[src/rtl/fx_pkg.sv]
// Shared definitions for the keyboard-driven effects controller:
// scancodes, decode FSM states and the command set derived from make codes.
package fx_pkg;

  localparam logic [7:0] SC_E0  = 8'hE0;
  localparam logic [7:0] SC_F0  = 8'hF0;
  localparam logic [7:0] SC_AA  = 8'hAA;
  localparam logic [7:0] SC_F   = 8'h2B;
  localparam logic [7:0] SC_R   = 8'h2D;
  localparam logic [7:0] SC_1   = 8'h16;
  localparam logic [7:0] SC_2   = 8'h1E;
  localparam logic [7:0] SC_3   = 8'h26;
  localparam logic [7:0] SC_S   = 8'h1B;
  localparam logic [7:0] SC_ESC = 8'h76;

  typedef enum logic [1:0] {
    ST_IDLE,
    ST_EXT,
    ST_BRK,
    ST_EXT_BRK
  } key_state_e;

  // The command value doubles as the index of that key's held bit.
  typedef enum logic [2:0] {
    CMD_NONE,
    CMD_FLASH,
    CMD_INV_ALL,
    CMD_INV_R,
    CMD_INV_G,
    CMD_INV_B,
    CMD_RATE,
    CMD_CLR
  } cmd_e;

  function automatic cmd_e sc_to_cmd(input logic [7:0] sc);
    cmd_e cmd;
    case (sc)
      SC_F:    cmd = CMD_FLASH;
      SC_R:    cmd = CMD_INV_ALL;
      SC_1:    cmd = CMD_INV_R;
      SC_2:    cmd = CMD_INV_G;
      SC_3:    cmd = CMD_INV_B;
      SC_S:    cmd = CMD_RATE;
      SC_ESC:  cmd = CMD_CLR;
      default: cmd = CMD_NONE;
    endcase
    return cmd;
  endfunction

endpackage

[src/rtl/fx_blink_gen.sv]
// Blink phase generator: a down-counter whose reload value halves per rate
// step; the raw phase toggles each time the counter expires.
module fx_blink_gen
  import fx_pkg::*;
#(
  parameter int BLINK_BASE = 25000000,
  parameter int CNT_W      = 26
) (
  input  logic       i_clk,
  input  logic       i_rst_n,
  input  logic [1:0] i_rate,
  input  logic       i_reload,
  output logic       o_phase
);

  localparam logic [CNT_W-1:0] LOAD0 = CNT_W'(BLINK_BASE - 1);
  localparam logic [CNT_W-1:0] LOAD1 = CNT_W'((BLINK_BASE >> 1) - 1);
  localparam logic [CNT_W-1:0] LOAD2 = CNT_W'((BLINK_BASE >> 2) - 1);
  localparam logic [CNT_W-1:0] LOAD3 = CNT_W'((BLINK_BASE >> 3) - 1);

  logic [CNT_W-1:0] r_cnt;
  logic             r_phase;
  logic [CNT_W-1:0] w_load;

  always_comb begin
    w_load = LOAD0;
    case (i_rate)
      2'd1:    w_load = LOAD1;
      2'd2:    w_load = LOAD2;
      2'd3:    w_load = LOAD3;
      default: w_load = LOAD0;
    endcase
  end

  // A forced reload restarts the half-period without disturbing the phase.
  always_ff @(posedge i_clk or negedge i_rst_n) begin
    if (!i_rst_n) begin
      r_cnt   <= LOAD0;
      r_phase <= 1'b0;
    end else if (i_reload) begin
      r_cnt   <= w_load;
    end else if (r_cnt == '0) begin
      r_cnt   <= w_load;
      r_phase <= ~r_phase;
    end else begin
      r_cnt   <= r_cnt - 1'b1;
    end
  end

  assign o_phase = r_phase;

endmodule

[src/rtl/fx_key_ctrl.sv]
// PS/2 command decoder for the pixel-effects stage; pending settings are
// committed only at frame start so the picture never changes mid-frame.
module fx_key_ctrl
  import fx_pkg::*;
#(
  parameter int BLINK_BASE = 25000000,
  parameter int CNT_W      = 26
) (
  input  logic       i_clk,
  input  logic       i_rst_n,
  input  logic [7:0] i_scancode,
  input  logic       i_flagkey,
  input  logic [9:0] i_hpos,
  input  logic [8:0] i_vpos,
  output logic       o_flash_en,
  output logic [2:0] o_inv_mask,
  output logic [1:0] o_rate_sel,
  output logic       o_blink_on,
  output logic       o_frame_start
);

  key_state_e r_state;
  key_state_e w_state_next;
  cmd_e       w_make;
  cmd_e       w_brk;
  logic       w_do_cmd;
  logic [7:0] r_held;

  logic       r_p_flash;
  logic [2:0] r_p_inv;
  logic [1:0] r_p_rate;

  logic       r_flash;
  logic [2:0] r_inv;
  logic [1:0] r_rate;
  logic       r_blink;
  logic       r_frame_start;

  logic [1:0] w_rate_eff;
  logic       w_reload;
  logic       w_phase_raw;

  always_ff @(posedge i_clk or negedge i_rst_n) begin
    if (!i_rst_n) r_state <= ST_IDLE;
    else          r_state <= w_state_next;
  end

  // BAT completion resynchronises the decoder from any state.
  always_comb begin
    w_state_next = r_state;
    w_make       = CMD_NONE;
    w_brk        = CMD_NONE;
    if (i_flagkey) begin
      if (i_scancode == SC_AA) begin
        w_state_next = ST_IDLE;
      end else begin
        case (r_state)
          ST_IDLE: begin
            if (i_scancode == SC_E0)      w_state_next = ST_EXT;
            else if (i_scancode == SC_F0) w_state_next = ST_BRK;
            else                          w_make = sc_to_cmd(i_scancode);
          end
          ST_EXT:  w_state_next = (i_scancode == SC_F0) ? ST_EXT_BRK : ST_IDLE;
          ST_BRK: begin
            w_brk        = sc_to_cmd(i_scancode);
            w_state_next = ST_IDLE;
          end
          default: w_state_next = ST_IDLE;
        endcase
      end
    end
  end

  assign w_do_cmd = (w_make != CMD_NONE) && !r_held[w_make];

  always_ff @(posedge i_clk or negedge i_rst_n) begin
    if (!i_rst_n) begin
      r_held <= '0;
    end else if (w_do_cmd) begin
      if (w_make == CMD_CLR) r_held <= '0;
      else                   r_held[w_make] <= 1'b1;
    end else if (w_brk != CMD_NONE) begin
      r_held[w_brk] <= 1'b0;
    end
  end

  always_ff @(posedge i_clk or negedge i_rst_n) begin
    if (!i_rst_n) begin
      r_p_flash <= 1'b0;
      r_p_inv   <= '0;
      r_p_rate  <= '0;
    end else if (w_do_cmd) begin
      case (w_make)
        CMD_FLASH:   r_p_flash <= ~r_p_flash;
        CMD_INV_ALL: r_p_inv   <= r_p_inv ^ 3'b111;
        CMD_INV_R:   r_p_inv   <= r_p_inv ^ 3'b100;
        CMD_INV_G:   r_p_inv   <= r_p_inv ^ 3'b010;
        CMD_INV_B:   r_p_inv   <= r_p_inv ^ 3'b001;
        CMD_RATE:    r_p_rate  <= r_p_rate + 2'd1;
        CMD_CLR: begin
          r_p_flash <= 1'b0;
          r_p_inv   <= '0;
          r_p_rate  <= '0;
        end
        default: ;
      endcase
    end
  end

  // Commit samples pending before any same-cycle key update lands.
  always_ff @(posedge i_clk or negedge i_rst_n) begin
    if (!i_rst_n) begin
      r_frame_start <= 1'b0;
      r_flash       <= 1'b0;
      r_inv         <= '0;
      r_rate        <= '0;
      r_blink       <= 1'b0;
    end else begin
      r_frame_start <= (i_hpos == '0) && (i_vpos == '0);
      if (r_frame_start) begin
        r_flash <= r_p_flash;
        r_inv   <= r_p_inv;
        r_rate  <= r_p_rate;
        r_blink <= w_phase_raw;
      end
    end
  end

  assign w_rate_eff = r_frame_start ? r_p_rate : r_rate;
  assign w_reload   = r_frame_start && (r_p_rate != r_rate);

  fx_blink_gen #(
    .BLINK_BASE(BLINK_BASE),
    .CNT_W     (CNT_W)
  ) u_blink (
    .i_clk   (i_clk),
    .i_rst_n (i_rst_n),
    .i_rate  (w_rate_eff),
    .i_reload(w_reload),
    .o_phase (w_phase_raw)
  );

  assign o_flash_en    = r_flash;
  assign o_inv_mask    = r_inv;
  assign o_rate_sel    = r_rate;
  assign o_blink_on    = r_blink;
  assign o_frame_start = r_frame_start;

endmodule

[config.mk]
export PLATFORM = sky130hd
export DESIGN_NAME = fx_key_ctrl
export DESIGN_NICKNAME = d
export VERILOG_FILES = /design/src/rtl/fx_pkg.sv /design/src/rtl/fx_blink_gen.sv /design/src/rtl/fx_key_ctrl.sv
export SDC_FILE = /design/constraint.sdc
export NUM_CORES = 1
export LEC_CHECK = 0
export ABC_AREA = 1
export CAP_MARGIN = 10
export CELL_PAD_IN_SITES_DETAIL_PLACEMENT = 1
export CELL_PAD_IN_SITES_GLOBAL_PLACEMENT = 1
export CORE_MARGIN = 1
export CORE_UTILIZATION = 35
export CTS_BUF_LIST = sky130_fd_sc_hd__clkbuf_4 sky130_fd_sc_hd__clkbuf_8
export DETAILED_ROUTE_END_ITERATION = 12
export GPL_TIMING_DRIVEN = 0
export HOLD_SLACK_MARGIN = 0.12
export PLACE_DENSITY_LB_ADDON = 0.1
export SYNTH_ARGS = -nofsm -noshare
export SYNTH_HDL_FRONTEND = slang
export SYNTH_HIERARCHICAL = 1
export SYNTH_SLANG_ARGS = --single-unit
[constraint.sdc]
create_clock -name i_clk -period 2.8 [get_ports i_clk]
set_clock_uncertainty 0.1 [all_clocks]
set_input_delay 0.7 -clock i_clk [delete_from_list [all_inputs] [get_ports i_clk]]
set_output_delay 0.7 -clock i_clk [all_outputs]
set_load 0.1 [all_outputs]
# Yosys cells after proc, flatten, opt, wreduce, memory -nomap -nowiden
# Index checks and enable logic that the tools add are counted.
# classes
n_addsub	2
bitwise_logic	13
eq_ne	24
muxes	30
magnitude_cmp	4
reduce_logical	25
# op_table
op	count
case mux 25 bit (3 select lines)	1
two-way mux 26 bit	2
zero test 26 bit	1
subtractor 26 x 1 -> 26 bit (second input constant)	1
equality test 8 x 5 -> 1 bit (second input constant)	3
equality test 8 x 6 -> 1 bit (second input constant)	3
equality test 8 bit (second input constant)	3
two-way mux 3 bit	8
two-way mux 8 bit	3
case mux 3 bit (7 select lines)	1
case mux 3 bit (5 select lines)	1
nonzero test 3 bit	5
equality test 3 bit (second input constant)	4
AND reduction 4 bit	3
zero test 10 bit	1
two-way mux 2 bit	5
zero test 9 bit	1
inverter 1 bit	9
AND 8 bit	1
equality test 8 x 7 -> 1 bit (second input constant)	1
less-than comparator 3 x 4 -> 1 bit (second input constant)	2
inverter 8 bit	1
OR 8 bit	1
case mux 2 bit (2 select lines)	2
18 further kinds	35
# word_totals
register_bits	51
out_inout_bits	8
elab_cells	112

# Depth between registers and ports, before layout
# Gate-level depths: netlist of run 1.
# logic_depth
word_depth	14
ltp_mapped	16
depth_no_buf	16

# Hierarchy
# The synthesis of run 1 kept the hierarchy.
# modules_own_cells
module	cells_each	seq_area_each_um2	area_per_inst_um2	n_inst
fx_key_ctrl	268	600.6	1825.5	1
fx_blink_gen	247	696.9	1752.9	1

# Worst setup path before layout of run 1
# Ideal clock, no wire load.
# synth_timing
path_type	register to register
from	register r_frame_start (netlist: o_frame_start)
to	register u_blink.r_cnt[12]
slack_ns	0.299
required_ns	2.623
n_path_buf	1
arrival_ns	2.324
path_stages_with_launch	9
path_cell_list	dfrtp_1 inv_1 clkbuf_1 o21ai_0 nand2_1 nand2_1 nand2_1 nand2_1 nand2_1
# synth_via
elab_chain_cells	5
word_cells_on_any_way	8
# synth_lines
item	line	rtl
start, declared	fx_key_ctrl.sv:37	logic r_frame_start;
start signal, assigned	fx_key_ctrl.sv:119	r_frame_start <= (i_hpos == '0) && (i_vpos == '0);
two-way mux 2 bit (*)	fx_key_ctrl.sv:129	assign w_rate_eff = r_frame_start ? r_p_rate : r_rate;
via w_rate_eff[1]	fx_key_ctrl.sv:39	logic [1:0] w_rate_eff;
equality test 2 bit or equality test 2 x 1 -> 1 bit (tied branches)	fx_blink_gen.sv:27	case (i_rate)
case mux 25 bit (3 select lines) (*)	fx_blink_gen.sv:27	
two-way mux 26 bit	fx_blink_gen.sv:42	end else if (r_cnt == '0) begin
two-way mux 26 bit (*)	fx_blink_gen.sv:40	end else if (i_reload) begin
end signal, assigned	fx_blink_gen.sv:41	r_cnt <= w_load;
end signal, assigned	fx_blink_gen.sv:43	r_cnt <= w_load;
end signal, assigned	fx_blink_gen.sv:46	r_cnt <= r_cnt - 1'b1;
end, declared	fx_blink_gen.sv:21	logic [CNT_W-1:0] r_cnt;
# Mark *: on every way through the listed nets, which the timed path passes. The rest lies on a longest branch.
# A chain may end at the register's enable or synchronous reset.

# Worst setup path in the final report of run 1
# layout_timing
from	register r_rate[0] (netlist: o_rate_sel[0])
to	output port o_rate_sel[0]
# layout_rtl
item	line	rtl
start, declared	fx_key_ctrl.sv:35	logic [1:0] r_rate;
start signal, assigned	fx_key_ctrl.sv:123	r_rate <= r_p_rate;
end, declared	fx_key_ctrl.sv:17	output logic [1:0] o_rate_sel,
# No word-level cell between the ends.

==> results of run 1 <==
Yosys cell counts:
master / instances
sky130_fd_sc_hd__nand4_1: 15
sky130_fd_sc_hd__o21ai_1: 2
sky130_fd_sc_hd__o21a_1: 1
sky130_fd_sc_hd__buf_2: 2
sky130_fd_sc_hd__xor2_2: 1
sky130_fd_sc_hd__nor4_1: 5
sky130_fd_sc_hd__nand4_2: 1
sky130_fd_sc_hd__dfstp_2: 17
sky130_fd_sc_hd__a21boi_0: 1
sky130_fd_sc_hd__xor2_1: 6
sky130_fd_sc_hd__nand3_1: 25
sky130_fd_sc_hd__o21ai_0: 18
sky130_fd_sc_hd__or2_0: 1
sky130_fd_sc_hd__nor2_1: 64
sky130_fd_sc_hd__a21oi_1: 8
sky130_fd_sc_hd__inv_1: 58
sky130_fd_sc_hd__nor3b_1: 1
sky130_fd_sc_hd__buf_6: 5
sky130_fd_sc_hd__nand2_2: 8
sky130_fd_sc_hd__a21o_1: 1
sky130_fd_sc_hd__o31ai_1: 1
sky130_fd_sc_hd__xnor2_1: 13
sky130_fd_sc_hd__nand2_4: 4
sky130_fd_sc_hd__nand3b_1: 1
sky130_fd_sc_hd__nand3_2: 6
sky130_fd_sc_hd__o21ai_2: 7
sky130_fd_sc_hd__dfrtp_1: 34
sky130_fd_sc_hd__ha_1: 1
sky130_fd_sc_hd__nor2_2: 14
sky130_fd_sc_hd__nor2_4: 4
sky130_fd_sc_hd__clkbuf_1: 2
sky130_fd_sc_hd__inv_2: 6
sky130_fd_sc_hd__and3_1: 1
sky130_fd_sc_hd__nand3_4: 2
sky130_fd_sc_hd__clkinv_2: 1
sky130_fd_sc_hd__a31oi_1: 2
sky130_fd_sc_hd__nor3_1: 7
sky130_fd_sc_hd__nand2_1: 169
final timing paths:
| check | start | to | slack (ns) | depth (start not counted) |
|---|---|---|---|---|
| max | o_rate_sel[0]$_DFF_PN0_ | o_rate_sel[0] | 0.08 | 1 |
| min | i_rst_n | r_held[7]$_DFFE_PN0P_ | 0.25 | 1 |
| max reg2reg | o_frame_start$_DFF_PN0_ | u_blink/r_cnt[8]$_DFF_PN0_ | 0.34 | 7 |
| min reg2reg | r_p_inv[0]$_DFFE_PN0P_ | r_p_inv[0]$_DFFE_PN0P_ | 0.38 | 2 |
| max in group asynchronous | i_rst_n | u_blink/r_cnt[4]$_DFF_PN1_ | 1.70 | 2 |
| min in group i_clk | r_p_inv[0]$_DFFE_PN0P_ | r_p_inv[0]$_DFFE_PN0P_ | 0.38 | 2 |
what timing repair did:
| item | 4_1_cts | 5_1_grt |
|---|---|---|
| resized for setup | 1 | 4 |
| endpoints found under the setup margin | 1 | 13 |
| pin swaps | 0 | 1 |
state kept, by name, summed over array words and instances, names as in the netlist:
signal	cells
o_blink_on	1
o_flash_en	1
o_frame_start	1
o_inv_mask	3
o_rate_sel	2
r_held	8
r_p_flash	1
r_p_inv	3
r_p_rate	2
r_state	2
u_blink/o_phase	1
u_blink/r_cnt	26
power groups by stage:
stage | sequential (mW) | combinational, mW | clock (mW)
after global placement | 0.869 | 0.368 | 0
after detailed placement | 0.869 | 0.389 | 0
after global routing | 0.864 | 0.444 | 0.624
final | 0.857 | 0.386 | 0.577
after floorplan | 0.851 | 0.269 | 0
after CTS | 0.856 | 0.391 | 0.607
per-stage QoR:
step	setup TNS [ns]	instance area (um2)
CTS	0	4250
global placement	-32.03	4120
detailed placement	-2.28	4130
floorplan	0	3580
finish	0	4270
global route	0	4270
cell families after synthesis:
| logic type | count (synthesis) | synth area share [%] |
|---|---|---|
| buf+inv | 74 | 8.92 |
| compound gates | 41 | 6.82 |
| fa+ha+maj | 1 | 0.350 |
| xor+xnor | 20 | 5.11 |
| simple gates | 328 | 42.6 |
| flops | 51 | 36.3 |
metal layers:
metal	track usage [%]	up-vias
met3	4.61	7
met2	36.0	29
met5	0	-
met4	4.44	0
met1	25.9	1589
li1	-	1708
layout make-up:
cell class	count	area share, %
timing repair buffer	38	9.01
sequential	51	30.4
clock inverter	2	0.909
multi-input combinational	390	46.3
clock buffer	6	1.94
tap	133	3.90
inverter	65	5.75
buffer	9	1.73
==> impl_results.md, run 1 <==
- Synthesized area per cell: 6.95 um2
- Number of flip-flops and latches in the synthesized netlist: 51
- Normalized max-slew margin: 27.6%
- Area of the multi-input gates: 0.00198 mm2
- Root buffer cell: sky130_fd_sc_hd__clkbuf_8
- Gp weighted congestion: 0.851
- Netlist area before placement: 0.00358 mm2
- M1 WL: 4630 um
- Vertical extent of the die: 103 um
- Number of top-level pins: 38
- Setup violation total in the final timing report: 0
- Iteration-0 DRC count of the detailed router: 56
- Post-CTS setup buffers: 0
- Capturing element type of the critical path: output port
- Share of layout cells above drive strength 1: 16.2%
- Number of pins exceeding their max-slew limit in the final report: 0
- Cell accounting for the most synthesized area: sky130_fd_sc_hd__dfrtp_1
- Highest ir drop seen on vdd: 255 uV
- Final routed wire length divided by cell count: 14.2 um
- Hold violation count in the final report: 0
- Vias: 3,333
- Total power draw: 1.82 mW
- Maximum frequency from static timing analysis: 368 MHz
- Core Footprint: 0.00982 mm2
- Sequential cell area fraction in the yosys report: 36.3%
- Internal Power: 1.25 mW
- Die outline width: 103 um
- Number of instances in the synthesized netlist: 515
- Top fanout value on the critical path: 3
- Top Layer Used: met4
- Critical path's top delay family: buffers and inverters
- Detailed-route vias per instance: 4.80
- Highest-count cells in the layout ignoring fill and taps: sky130_fd_sc_hd__nand2_1, sky130_fd_sc_hd__nor2_1, sky130_fd_sc_hd__inv_1, sky130_fd_sc_hd__clkdlybuf4s50_1, sky130_fd_sc_hd__dfrtp_1
- Unrepaired setup endpoints after global routing: false
- Worst Max-Slew Pin Slew: 1.07 ns
- Non-filler instance count after layout: 694
- ANT nets after route: 0
- First-pass GRT wire length: 16,600 um
- Share of the synthesized area in the top cell type: 23.8%
- Clock share of power: 31.7%
- Net switching share of the total power: 31.2%
- Chain of cells forming the critical path: clkdlybuf4s50_1
- Clock-pin slew on the worst setup and hold paths: 0.11 ns
- Die Footprint: 0.0106 mm2
- FF/Latch Area: 0.00130 mm2
- H-tree levels: 2
- Final period util: 97.1%
- Worst setup SP type: register
- Type of the tightest min-delay check: in -> async
- Effective utilization at floorplan: 36.4%
- Net count reported at finish: 591
- Proportion of power drawn by combinational gates: 21.2%
- Skew-Pair Late Insertion Delay: 0.34 ns
- Clock buffer depth: 2
- Crit path arrival time: 1.92 ns
- CTS tree: yes
- Static Leak: 2.05 nW
- Length of routed met2 wiring: 4930 um
- Crit path buf inv count: 1
- Clock buffer count from CTS: 5
- Count of distinct cell types in the synthesized netlist: 38
- Total of fill cells in the finished design: 1,303
- Inst Count DP: 686
- Total wire length: 9880 um
- Number of input and output port buffers inserted: 37
- Result of the run: completed
- Post-layout worst setup margin: 0.0798 ns
- Delay of the slowest cell on the worst path: 1.17 ns
- DRT Pass-1 Iters: 4
- Fin crit period: 2.72 ns
- Global route total overflow: 0
- Sum of met3 wire segment lengths after detailed routing: 235 um
- Required time worst endpoint: 2.00 ns
- Number of diodes: 0
- Critical setup path kind: reg -> out
- Core Util, Final: 43.4%
- Total power per unit cell area: 427 mW/mm2
- Net switching power: 0.568 mW
- Number of global-route vias before repair: 3,516
- Antenna violations before repair: 0
- Post-CTS Hold Buffers: 0
- CTS sink count: 51
- Setup slack after placement: -0.193 ns
- Total number of yosys warnings: 6
- Sequential share of power: 47.1%
- Global-route usage over all layers: 20.6%
- Cell with the largest stage delay on the worst path: sky130_fd_sc_hd__clkdlybuf4s50_1
- DPL Wire Length: 7810 um
- Count of maximum capacitance violations: 0
- Signed area change from the synthesized netlist to the final layout: 19.2%
- Largest cells by area after synthesis: sky130_fd_sc_hd__dfrtp_1, sky130_fd_sc_hd__nand2_1, sky130_fd_sc_hd__dfstp_2
- DRC violations left: 0
- Number of rows in the core area: 36
- Maximum number of pins on one net before global-route repair: 30
- Post-Synthesis Net Count: 546
- Leading cell type in the layout, fill and taps excluded: sky130_fd_sc_hd__nand2_1
- Final-layout worst hold slack: 0.252 ns
(Power assumes the default switching activity.)
==> inputs of run 2 (changes only) <==
- clock period: 2.8 -> 2.65 ns (I/O delays scaled with it)
==> impl_results.md, run 2 (synthesized netlist as in run 1, its figures left out) <==
- Result of the run: completed
- Number of diodes: 0 (unchanged)
- Critical path's top delay family: buffers and inverters
- Count of maximum capacitance violations: 0 (unchanged)
- Reg2Reg Setup Slack: 0.26 ns (-0.08 ns)
- Net switching power: 0.606 mW (+6.6%)
- Number of pins exceeding their max-slew limit in the final report: 0 (unchanged)
- Leading cell type in the layout, fill and taps excluded: sky130_fd_sc_hd__nand2_1
- Die Footprint: 0.0106 mm2 (unchanged)
- Vertical extent of the die: 103 um (unchanged)
- Type of the tightest min-delay check: in -> async
- Signed area change from the synthesized netlist to the final layout: 20.9%
- ANT nets after route: 0 (unchanged)
- Vias: 3,345 (+0.36%)
- Number of rows in the core area: 36 (unchanged)
- Worst setup SP type: register
- Clock buffer count from CTS: 5 (unchanged)
- Core Util, Final: 44.1% (+0.64 points)
- Start point of the critical path: o_blink_on$_DFFE_PN0P_
- Net switching share of the total power: 31.4% (+0.17 points)
- Global-route usage over all layers: 20.6% (unchanged)
- Crit path arrival time: 1.84 ns (-0.08 ns)
- Delay of the slowest cell on the worst path: 1.13 ns (-0.04 ns)
- Clock-pin slew on the worst setup and hold paths: 0.11 ns (about the same)
- Proportion of power drawn by combinational gates: 21.5% (+0.3 points)
- Static Leak: 2.15 nW (+4.8%)
- DRT Pass-1 Iters: 4 (unchanged)
- Post-CTS Hold Buffers: 0 (unchanged)
- Post-route cell area: 0.00433 mm2 (+1.5%)
- Gp weighted congestion: 0.851 (unchanged)
- Capturing element type of the critical path: output port
- Fin crit period: 2.60 ns
- Maximum frequency from static timing analysis: 384 MHz
- Total power draw: 1.93 mW (+6.0%)
- Hold violation count in the final report: 0 (unchanged)
- Final routed wire length divided by cell count: 14.2 um (about the same)
- Normalized max-slew margin: 34.4% (+6.8 points)
- Highest ir drop seen on vdd: 269 uV (+5.7%)
- Number of top-level pins: 38 (unchanged)
- Crit path buf inv count: 1 (unchanged)
- Root buffer cell: sky130_fd_sc_hd__clkbuf_8
- Setup violation total in the final timing report: 0 (unchanged)
- Top fanout value on the critical path: 2 (-1)
- Required time worst endpoint: 1.89 ns (-0.11 ns)
- Clock share of power: 31.6% (about the same)
- Internal Power: 1.32 mW (+5.7%)
- Post-route setup TNS: 0 ns (unchanged)
- DRC violations left: 0 (unchanged)
- Detailed-route vias per instance: 4.80 (about the same)
- Iteration-0 DRC count of the detailed router: 60 (+7.1%)
- DPL Wire Length: 7810 um (unchanged)
- Critical setup path kind: reg -> out
- Share of layout cells above drive strength 1: 17.2% (+0.98 points)
- Chain of cells forming the critical path: clkdlybuf4s50_1
- Largest registers: u_blink/r_cnt (26), r_held (8)
- Sequential share of power: 46.9% (-0.2 points)
- Non-filler instance count after layout: 697 (+0.43%)
- Maximum number of pins on one net before global-route repair: 30 (unchanged)
- CTS tree: yes
- Register containing the most flip-flops in the final layout: u_blink/r_cnt
- Core Footprint: 0.00982 mm2 (unchanged)
- Number of input and output port buffers inserted: 37 (unchanged)
- Net count reported at finish: 594 (+0.51%)
- DP Area: 0.00413 mm2 (unchanged)
- Number of flip-flops in the largest register: 26 (unchanged)
- Startpoint of the worst-slack reg-to-reg timing path: o_frame_start$_DFF_PN0_
- Number of global-route vias before repair: 3,516 (unchanged)
- Cell with the largest stage delay on the worst path: sky130_fd_sc_hd__clkdlybuf4s50_1
- Total power per unit cell area: 446 mW/mm2 (+4.5%)
- H-tree levels: 2 (unchanged)
- Die outline width: 103 um (unchanged)
- Inst Count DP: 686 (unchanged)
- Antenna violations before repair: 0 (unchanged)
- Final period util: 98.2%
- Global route total overflow: 0 (unchanged)
- First-pass GRT wire length: 16,600 um (unchanged)
- Effective utilization at floorplan: 36.4% (unchanged)
- CTS sink count: 51 (unchanged)
- Worst Max-Slew Pin Slew: 0.981 ns (-0.0931 ns)
- Total wire length: 9920 um (+0.39%)
- Skew-Pair Late Insertion Delay: 0.33 ns (about the same)
- Highest-count cells in the layout ignoring fill and taps: sky130_fd_sc_hd__nand2_1, sky130_fd_sc_hd__nor2_1, sky130_fd_sc_hd__inv_1, sky130_fd_sc_hd__dfrtp_1, sky130_fd_sc_hd__clkdlybuf4s50_1
- Clock buffer depth: 2 (unchanged)
run 2: per-stage QoR:
| step | hold slack, ns | setup WS [ns] |
|---|---|---|
| final | 0.218 | 0.0484 |
| after floorplan | 0.267 | 0.149 |
| after detailed placement | 0.361 | -0.306 |
| after global placement | 0.353 | -0.916 |
| after global routing | 0.239 | -0.00120 |
| after CTS | 0.222 | 0.00858 |
run 2: final cells by class:
class | count | area (um2)
Tap cell | 133 | 166
Fill cell | 1298 | 5490
Clock buffer | 6 | 82.6
Inverter | 65 | 248
Buffer | 9 | 73.8
Clock inverter | 2 | 38.8
Multi-Input combinational cell | 390 | 2000
Timing Repair Buffer | 41 | 417
Sequential cell | 51 | 1300
run 2: worst paths after layout:
kind / to / depth (start not counted)
hold reg to reg: r_p_inv[0]$_DFFE_PN0P_ / 2
hold / removal: r_held[7]$_DFFE_PN0P_ / 1
setup / recovery: o_blink_on / 1
min in group i_clk: r_p_inv[0]$_DFFE_PN0P_ / 2
max in group asynchronous: u_blink/r_cnt[4]$_DFF_PN1_ / 2
setup reg to reg: u_blink/r_cnt[23]$_DFF_PN0_ / 7
run 2: timing repair:
action                                  4_1_cts  5_1_grt
endpoints found under the setup margin        3       21
pin swaps                                     0        2
gates resized for setup                       3       17
setup buffers                                 0        3
run 2: metal layers:
metal  part of all wire (%)  vias to the layer above  track usage [%]
met3                    2.6                        7             4.61
met1                     46                     1596             25.9
met4                   0.83                        0             4.44
li1                       -                     1713                -
met2                     50                       29             36.0
met5                      0                        -                0
run 2: power groups by stage:
stage	clock [mW]	combinational [mW]	sequential (mW)
3_3_place_gp	0	0.389	0.918
5_1_grt	0.659	0.475	0.912
6_report	0.609	0.415	0.905
2_1_floorplan	0	0.284	0.899
3_5_place_dp	0	0.411	0.918
4_1_cts	0.641	0.413	0.905
==> inputs of run 3 (changes only) <==
- CORE_UTILIZATION: 35 -> 31
- SKIP_CTS_REPAIR_TIMING: not set -> 1
==> impl_results.md, run 3 (synthesized netlist as in run 1, its figures left out) <==
- Worst Max-Slew Pin Slew: 0.996 ns (+0.0150 ns)
- Required time worst endpoint: 1.89 ns (about the same)
- Highest-count cells in the layout ignoring fill and taps: sky130_fd_sc_hd__nand2_1, sky130_fd_sc_hd__nor2_1, sky130_fd_sc_hd__inv_1, sky130_fd_sc_hd__dfrtp_1, sky130_fd_sc_hd__clkdlybuf4s50_1
- Worst setup SP type: register
- Critical path's top delay family: buffers and inverters
- Path length in cells of the critical path: 1 (unchanged)
- Number of top-level pins: 38 (unchanged)
- Final routed wire length divided by cell count: 14.4 um (+1.1%)
- Maximum frequency from static timing analysis: 385 MHz (+0.24%)
- Normalized max-slew margin: 33.4% (-1.0 points)
- DPL Wire Length: 8030 um (+2.7%)
- Iteration-0 DRC count of the detailed router: 128 (+110%)
- Core Footprint: 0.0110 mm2 (+12%)
- ANT nets after route: 0 (unchanged)
- Capturing element type of the critical path: output port
- Static Leak: 2.14 nW (-0.70%)
- Number of rows in the core area: 38 (+5.6%)
- Net count reported at finish: 594 (unchanged)
- Signed area change from the synthesized netlist to the final layout: 21.2%
- Crit path buf inv count: 1 (unchanged)
- Setup violation total in the final timing report: 0 (unchanged)
- Top fanout value on the critical path: 2 (unchanged)
- Global-route usage over all layers: 18.7% (-1.8 points)
- Total power draw: 1.78 mW (-7.6%)
- Net switching share of the total power: 32.7% (+1.3 points)
- Net switching power: 0.583 mW (-3.8%)
- Register containing the most flip-flops in the final layout: u_blink/r_cnt
- Total power per unit cell area: 411 mW/mm2 (-7.8%)
- Count of maximum capacitance violations: 0 (unchanged)
- Total wire length: 10,100 um (+2.1%)
- Cell with the largest stage delay on the worst path: sky130_fd_sc_hd__clkdlybuf4s50_1
- Number of global-route vias before repair: 3,644 (+3.6%)
- Crit path arrival time: 1.83 ns (about the same)
- Number of input and output port buffers inserted: 37 (unchanged)
- Critical setup path kind: reg -> out
- Fin crit period: 2.60 ns (-0.00619 ns)
- Total of fill cells in the finished design: 1,427 (+9.9%)
- Clock-pin slew on the worst setup and hold paths: 0.10 ns (about the same)
- Gp weighted congestion: 0.780 (-8.3%)
- Maximum number of pins on one net before global-route repair: 29 (-3.3%)
- Hold violation count in the final report: 0 (unchanged)
- Highest ir drop seen on vdd: 198 uV (-27%)
- Share of layout cells above drive strength 1: 17.6% (+0.35 points)
- Vertical extent of the die: 109 um (+6.1%)
- Chain of cells forming the critical path: clkdlybuf4s50_1
- Internal Power: 1.20 mW (-9.4%)
- Global route total overflow: 0 (unchanged)
- Result of the run: completed
- Die Footprint: 0.0120 mm2 (+13%)
- Clock buffer count from CTS: 5 (unchanged)
- Largest registers: u_blink/r_cnt (26), r_held (8)
- Antenna violations before repair: 0 (unchanged)
- Detailed-route vias per instance: 4.82 (+0.46%)
- Delay of the slowest cell on the worst path: 1.15 ns (+0.02 ns)
- Number of pins exceeding their max-slew limit in the final report: 0 (unchanged)
- DRC violations left: 0 (unchanged)
- Core Util, Final: 39.3% (-4.8 points)
- Clock buffer depth: 2 (unchanged)
- Non-filler instance count after layout: 704 (+1.0%)
- Number of diodes: 0 (unchanged)
- Leading cell type in the layout, fill and taps excluded: sky130_fd_sc_hd__nand2_1
- Type of the tightest min-delay check: in -> async
- Sequential share of power: 50.5% (+3.6 points)
- CTS tree: yes
- Vias: 3,394 (+1.5%)
- Number of flip-flops in the largest register: 26 (unchanged)
- Inst Count DP: 693 (+1.0%)
- Die outline width: 109 um (+6.1%)
- H-tree levels: 2 (unchanged)
- Effective utilization at floorplan: 32.4% (-4.0 points)
- DRT Pass-1 Iters: 4 (unchanged)
- First-pass GRT wire length: 17,400 um (+4.4%)
- Proportion of power drawn by combinational gates: 24.1% (+2.6 points)
- Cell depth of the worst flop-to-flop path: 7 (unchanged)
- Root buffer cell: sky130_fd_sc_hd__clkbuf_8
- Final period util: 97.9% (-0.23 points)
- Skew-Pair Late Insertion Delay: 0.31 ns (-0.02 ns)
- Clock share of power: 25.5% (-6.1 points)
- CTS sink count: 51 (unchanged)
## run 3: path summary, 6_finish.rpt
kind | from | end | slack [ns]
setup / recovery | o_inv_mask[2]$_DFFE_PN0P_ | o_inv_mask[2] | 0.05
hold / removal | i_rst_n | r_held[5]$_DFFE_PN0P_ | 0.26
setup reg to reg | o_frame_start$_DFF_PN0_ | u_blink/r_cnt[23]$_DFF_PN0_ | 0.26
hold reg to reg | u_blink/r_cnt[0]$_DFF_PN1_ | u_blink/r_cnt[0]$_DFF_PN1_ | 0.38
max in group asynchronous | i_rst_n | u_blink/r_cnt[24]$_DFF_PN1_ | 1.53
min in group i_clk | u_blink/r_cnt[0]$_DFF_PN1_ | u_blink/r_cnt[0]$_DFF_PN1_ | 0.38
## run 3: power by group through the flow
stage               registers, mW  logic (mW)  clock network (mW)
floorplan                   0.899       0.284                   0
global placement            0.913       0.399                   0
detailed placement          0.913       0.415                   0
CTS                         0.901       0.415               0.492
global route                0.911       0.493               0.509
finish                      0.899       0.429               0.454
## run 3: per-layer routing
metal | part of all wire, % | global-route usage (%) | vias up
li1 | - | - | 1716
met3 | 3.5 | 2.90 | 5
met4 | 0.56 | 3.81 | 0
met2 | 46 | 31.9 | 43
met5 | 0 | 0 | -
met1 | 50 | 25.1 | 1630
## run 3: final cells by class
class	count	area (um2)	share of cell area, %
clock buffers	5	68.8	1.59
flip-flops and latches	51	1300	29.9
plain buffers	9	82.6	1.90
clock inverters	3	15.0	0.346
well taps	140	175	4.04
inverters	65	245	5.66
repair buffers	40	415	9.58
multi-input cells	391	2040	47.0
## run 3: through the flow
stage | TNS, ns | cell area [um2] | setup slack [ns] | hold slack [ns]
2_1_floorplan | 0 | 3580 | 0.149 | 0.267
3_5_place_dp | -3.50 | 4140 | -0.341 | 0.361
4_1_cts | -0.120 | 4220 | -0.0884 | 0.265
5_1_grt | -0.000260 | 4340 | -0.000260 | 0.294
3_3_place_gp | -43.39 | 4120 | -1.01 | 0.354
6_report | 0 | 4340 | 0.0545 | 0.261
## run 3: worst reg2reg max path: cells and delay by family (launching register included)
family	cells	cell delay, ns
AO/OA/AOI/OAI	1	0.56
buffers and inverters	4	0.96
flip-flops	1	0.46
AND/OR/NAND/NOR	2	0.21
